`config.mk`:
```
export PLATFORM = sky130hd
export DESIGN_NAME = imm_gen_seq
export DESIGN_NICKNAME = d
export VERILOG_FILES = /design/src/rtl/imm_gen_pkg.sv /design/src/rtl/imm_extend.sv /design/src/rtl/imm_gen_seq.sv
export SDC_FILE = /design/constraint.sdc
export NUM_CORES = 1
export LEC_CHECK = 0
export CELL_PAD_IN_SITES_DETAIL_PLACEMENT = 0
export CELL_PAD_IN_SITES_GLOBAL_PLACEMENT = 1
export CORE_MARGIN = 3
export CORE_UTILIZATION = 36
export CTS_CLUSTER_SIZE = 28
export DETAILED_ROUTE_END_ITERATION = 8
export HOLD_SLACK_MARGIN = 0.03
export PLACE_DENSITY_LB_ADDON = 0.1
export SETUP_SLACK_MARGIN = 0.15
export SKIP_CTS_REPAIR_TIMING = 1
export SKIP_LAST_GASP = 1
export SYNTH_ARGS = -nofsm -noshare
export SYNTH_HDL_FRONTEND = slang
export SYNTH_SLANG_ARGS = --single-unit
```
`constraint.sdc`:
```
create_clock -name CLK -period 2.5 [get_ports CLK]
set_clock_uncertainty 0.1 [all_clocks]
set_input_delay 0.375 -clock CLK [delete_from_list [all_inputs] [get_ports CLK]]
set_output_delay 0.375 -clock CLK [all_outputs]
set_load 0.01 [all_outputs]
```
`src/rtl/imm_gen_pkg.sv`:
```
// Shared encodings for the registered immediate generator.
package imm_gen_pkg;

  // Extension mode encodings carried on the 2-bit Mode input.
  localparam logic [1:0] MODE_SE  = 2'd0;
  localparam logic [1:0] MODE_ZE  = 2'd1;
  localparam logic [1:0] MODE_UP  = 2'd2;
  localparam logic [1:0] MODE_PFX = 2'd3;

  // IDLE: no prefix held.  HELD: a prefix field waits for its partner.
  typedef enum logic {
    IDLE = 1'b0,
    HELD = 1'b1
  } state_t;

endpackage

```
`src/rtl/imm_extend.sv`:
```
// Combinational extension of the immediate field for SE, ZE and UP modes.
module imm_extend
  import imm_gen_pkg::*;
#(
  parameter int DATA_W = 16,
  parameter int IMM_W  = 8
) (
  input  logic [IMM_W-1:0]  f,
  input  logic [1:0]        mode,
  output logic [DATA_W-1:0] ext
);

  // Pick the extension; PFX yields zero because the top never uses it.
  always_comb begin
    ext = '0;
    unique case (mode)
      MODE_SE: ext = {{(DATA_W-IMM_W){f[IMM_W-1]}}, f};
      MODE_ZE: ext = {{(DATA_W-IMM_W){1'b0}}, f};
      MODE_UP: ext = {f, {(DATA_W-IMM_W){1'b0}}};
      default: ext = '0;
    endcase
  end

endmodule

```
`src/rtl/imm_gen_seq.sv`:
```
// Registered immediate generator with prefix support for full-width constants.
//
// Handshake: there is no back-pressure. An instruction is accepted on every
// rising edge where InValid is 1 and Flush is 0. OutValid is 1 for exactly the
// cycle after an accepted non-prefix instruction, and Output holds its last
// value otherwise. Flush wins over a same-cycle instruction and drops it.
module imm_gen_seq
  import imm_gen_pkg::*;
#(
  parameter int DATA_W = 16,
  parameter int IMM_W  = 8
) (
  input  logic              CLK,
  input  logic              Reset,
  input  logic [DATA_W-1:0] Input,
  input  logic [1:0]        Mode,
  input  logic              InValid,
  input  logic              Flush,
  output logic [DATA_W-1:0] Output,
  output logic              OutValid,
  output logic              PrefixPending,
  output state_t            dbg_state
);

  // The concatenation and UP placement only make sense in this range.
  if (!(IMM_W < DATA_W && DATA_W <= 2 * IMM_W)) begin : g_param_check
    $error("imm_gen_seq: need IMM_W < DATA_W <= 2*IMM_W");
  end

  state_t                   state, next_state;
  logic [IMM_W-1:0]         held, next_held;
  logic [DATA_W-1:0]        next_out;
  logic                     next_valid;
  logic [IMM_W-1:0]         f;
  logic [DATA_W-1:0]        ext;
  logic [2*IMM_W-1:0]       cat;
  logic                     unused_input_hi;

  assign f               = Input[IMM_W-1:0];
  assign cat             = {held, f};
  assign unused_input_hi = ^Input[DATA_W-1:IMM_W];

  imm_extend #(
    .DATA_W (DATA_W),
    .IMM_W  (IMM_W)
  ) u_extend (
    .f    (f),
    .mode (Mode),
    .ext  (ext)
  );

  // Next-state, held prefix and output selection.
  always_comb begin
    next_state = state;
    next_held  = held;
    next_out   = Output;
    next_valid = 1'b0;
    if (Flush) begin
      next_state = IDLE;
      next_held  = '0;
    end else if (InValid) begin
      if (Mode == MODE_PFX) begin
        // A new prefix replaces any older one; prefixes never accumulate.
        next_state = HELD;
        next_held  = f;
      end else begin
        next_valid = 1'b1;
        if (state == HELD) begin
          // Raw concatenation; the mode extension is ignored here.
          next_out   = cat[DATA_W-1:0];
          next_state = IDLE;
          next_held  = '0;
        end else begin
          next_out = ext;
        end
      end
    end
  end

  // State, prefix and output registers.
  always_ff @(posedge CLK or posedge Reset) begin
    if (Reset) begin
      state    <= IDLE;
      held     <= '0;
      Output   <= '0;
      OutValid <= 1'b0;
    end else begin
      state    <= next_state;
      held     <= next_held;
      Output   <= next_out;
      OutValid <= next_valid;
    end
  end

  assign PrefixPending = (state == HELD);
  assign dbg_state     = state;

endmodule

```
==> qor_table.md <==
| Metric | This run |
| --- | --- |
| Worst hold path type | primary input to async pin |
| Setup Crit Path Kind | flop to output port |
| Count of boundary I/O pins | 41 |
| Clk network pwr share | 18.9% |
| Gate Count Post-Synth | 112 |
| Diode count | 0 |
| Cell Area, Synth | 1180 um2 |
| Endpoint arrival time on the critical path | 1.64 ns |
| Static power due to leakage | 0.673 nW |
| Largest voltage drop on the vdd net | 0.247 mV |
| Synth Area per Inst | 10.5 um2 |
| Largest fanout on the critical path | 15 |
| Initial core utilization | 38.3% |
| Total net switching power | 0.251 mW |
| Clock latency on the worst-skew pair | 0.31 ns |
| Highest attainable clock frequency | 0.474 GHz |
| Largest delay share family, worst path | flip-flops |
| Layout Cell Area excl Fill | 1570 um2 |
| Number of buffers added by the clock tree synthesis step | 3 |
| DR pass1 iterations | 4 |
| Number of setup violations in the final report | 0 |
| IO buf count | 32 |
| Number of sinks on the clock net | 26 |
| Detail-routed net length per standard cell | 15.9 um |
| Final weighted congestion in routability-driven placement | 0.748 |
| Pin count of the biggest net entering global routing | 27 |
| Shortest clock period the worst path allows after layout | 2.11 ns |
| Post-placement worst setup slack | 0.302 ns |
| Fill cell instance count of the final layout | 291 |
| Core footprint | 3080 um2 |
| Wire length of the first global-routing pass | 5.02 mm |
| DRT iter0 DRCs | 42 |
| Critical-path cell with the highest stage delay | sky130_fd_sc_hd__dfrtp_1 |
| GRT Total Usage | 16.1% |
| Vias in the first global route | 1035 |
| Clk slew on worst S/H paths | 0.13 ns |
| Post-route antenna net violation count | 0 |
| Critical register-to-register path endpoint | Output[8] |
| Buffering stage count on the worst path with inverters included | 1 |
| Data required, critical path | 2.03 ns |
| Number of antenna violations at the first check in global routing | 0 |
| Setup repair after global routing missed its margin | false |
| Final hold violation count | 0 |
| Row count | 20 |
| Total power per unit cell area | 578 nW/um2 |
| Startpoint type of the worst setup path | flop |
| TritonCTS clock tree | done |
| Nets | 168 |
| Fraction of layout instances using a drive strength above 1 | 9.72% |
| Worst setup startpoint | PrefixPending |
| Worst reg2reg path startpoint | PrefixPending |
| Total Die Area | 4000 um2 |
| Outcome | finished clean |
| Area grow syn2layout | 32.7% |
| Flop pwr share | 54.7% |
| CP Capture Point | dbg_state |
| Slew at the pin closest to its max-slew limit | 0.541 ns |
| Reg2Reg Setup Slack | 0.86 ns |
| Final-layout setup total negative slack | 0 ns |
| Commonest non-fill, non-tap cell in the layout | sky130_fd_sc_hd__clkdlybuf4s50_1 |
| Total congestion overflow after global routing | 0 |
| # placed instances | 185 |
| Flops & latches, synth | 26 |
| Cell variety after synth | 23 |
| Cell-internal power | 0.653 mW |
| Register area share after synthesis | 55.1% |
| H-tree depth | 1 |
| Worst-case headroom to the max-slew limit | 63.7% |
| Via-per-instance ratio | 5.27 |
| Final WS setup | 0.389 ns |
| Height of the chip | 63.3 um |
| CP cell instances | clkdlybuf4s50_1 |
| Final worst path period share | 84.4% |
| Leading cell types in the layout, fill and taps excluded | sky130_fd_sc_hd__clkdlybuf4s50_1 (32), sky130_fd_sc_hd__dfrtp_1 (26), sky130_fd_sc_hd__o21ai_0 (18), sky130_fd_sc_hd__nand2_1 (15) |
| Half-perimeter wire length after detailed placement | 2.05 mm |
| Mapped Nets | 134 |
| Post-layout power | 0.905 mW |
| Buffer type at the clock tree root | sky130_fd_sc_hd__clkbuf_4 |
| Switch share | 27.8% |
| Crit end category | output port |
| DRC violation count after routing | 0 |
| Final count of pins violating max slew | 0 |
| Routed Wire Length | 3.00 mm |
| Die Wd | 63.3 um |
| Reg2reg path depth | 2 |
| Max-capacitance violation count | 0 |
| Cell Area, Placed | 1540 um2 |
| Non-filler cells in the finished layout | 188 |
| Number of cells on the critical path | 1 |
| Yosys warns | 0 |
| Total number of vias | 991 |
| Worst stage delay on the critical path | 0.69 ns |
| Share of total power in combinational logic | 26.4% |
| Bufs on Longest Clock Path | 2 |
[power groups by stage]
stage	combinational, mW	sequential (mW)	clock [mW]
finish	0.239	0.495	0.171
global route	0.261	0.502	0.197
CTS	0.243	0.495	0.180
detailed placement	0.241	0.503	0
global placement	0.240	0.501	0
floorplan	0.0876	0.518	0
[per-stage QoR]
stage / hold slack (ns) / util [%]
CTS: 0.300 / 50.9
floorplan: 0.315 / -
global route: 0.307 / 50.9
detailed placement: 0.395 / 50.1
global placement: 0.390 / 50.1
finish: 0.300 / 50.9
[layer usage]
layer / wire length, um / up-vias / track usage (%)
met5: 0 / - / 0
met4: 23 / 0 / 4.04
met3: 100 / 2 / 2.50
met2: 1460 / 20 / 26.6
met1: 1420 / 504 / 22.0
li1: - / 465 / -
[worst reg2reg max path: cells and delay by family (launching register included)]
family             cells  cell delay [ns]
and+or+nand+nor        1             0.62
AOI/OAI and AO/OA      1             0.19
DFF                    1             0.59
[layout make-up]
cell class / instances / area, um2 / area share [%]
inverters: 2 / 7.51 / 0.480
repair buffers: 35 / 343 / 21.9
multi-input cells: 78 / 487 / 31.1
well taps: 44 / 55.1 / 3.52
flip-flops and latches: 26 / 651 / 41.6
clock buffers: 3 / 22.5 / 1.44
[cell usage after synthesis]
cell	number	share of area [%]
sky130_fd_sc_hd__nor4_4	1	1.8
sky130_fd_sc_hd__inv_1	1	0.32
sky130_fd_sc_hd__nor2b_1	8	4.2
sky130_fd_sc_hd__clkbuf_1	3	0.95
sky130_fd_sc_hd__a22o_1	8	5.9
sky130_fd_sc_hd__a221oi_2	2	2.5
sky130_fd_sc_hd__a21o_1	2	1.3
sky130_fd_sc_hd__nand2_1	15	4.8
sky130_fd_sc_hd__nor2_1	2	0.64
sky130_fd_sc_hd__nor3b_1	2	1.3
sky130_fd_sc_hd__buf_4	1	0.64
sky130_fd_sc_hd__buf_6	1	0.95
sky130_fd_sc_hd__a21oi_1	8	3.4
sky130_fd_sc_hd__o21ai_0	18	7.6
sky130_fd_sc_hd__a221oi_1	5	3.7
sky130_fd_sc_hd__and2_1	1	0.53
sky130_fd_sc_hd__inv_2	1	0.32
sky130_fd_sc_hd__buf_2	1	0.42
sky130_fd_sc_hd__nor2_2	1	0.53
sky130_fd_sc_hd__dfrtp_1	26	55
sky130_fd_sc_hd__and2b_4	1	0.85
sky130_fd_sc_hd__nand2b_1	2	1.1
sky130_fd_sc_hd__nand2_2	2	1.1
[registers in the layout (all words and copies together) (netlist names)]
signal and cells:
PrefixPending 1, held 8, OutValid 1, Output 16
[cell families after synthesis]
kind of cell	count (synthesis)	synth area share, %
AO/OA/AOI/OAI	43	24.5
AND/OR/NAND/NOR	35	16.8
flip-flops	26	55.1
buffers and inverters	8	3.60
[worst min path at each step]
| stage | start | to | cells after the start |
|---|---|---|---|
| final | Reset | OutValid | 3 |
| after floorplan | Reset | OutValid | 1 |
| after global placement | Output[15] | Output[15] | 2 |
| after CTS | Reset | held[0] | 3 |
| after detailed placement | held[1] | held[1] | 1 |
| after global routing | Reset | Output[2] | 3 |
No activity file was read; power rests on OpenSTA's default activity.
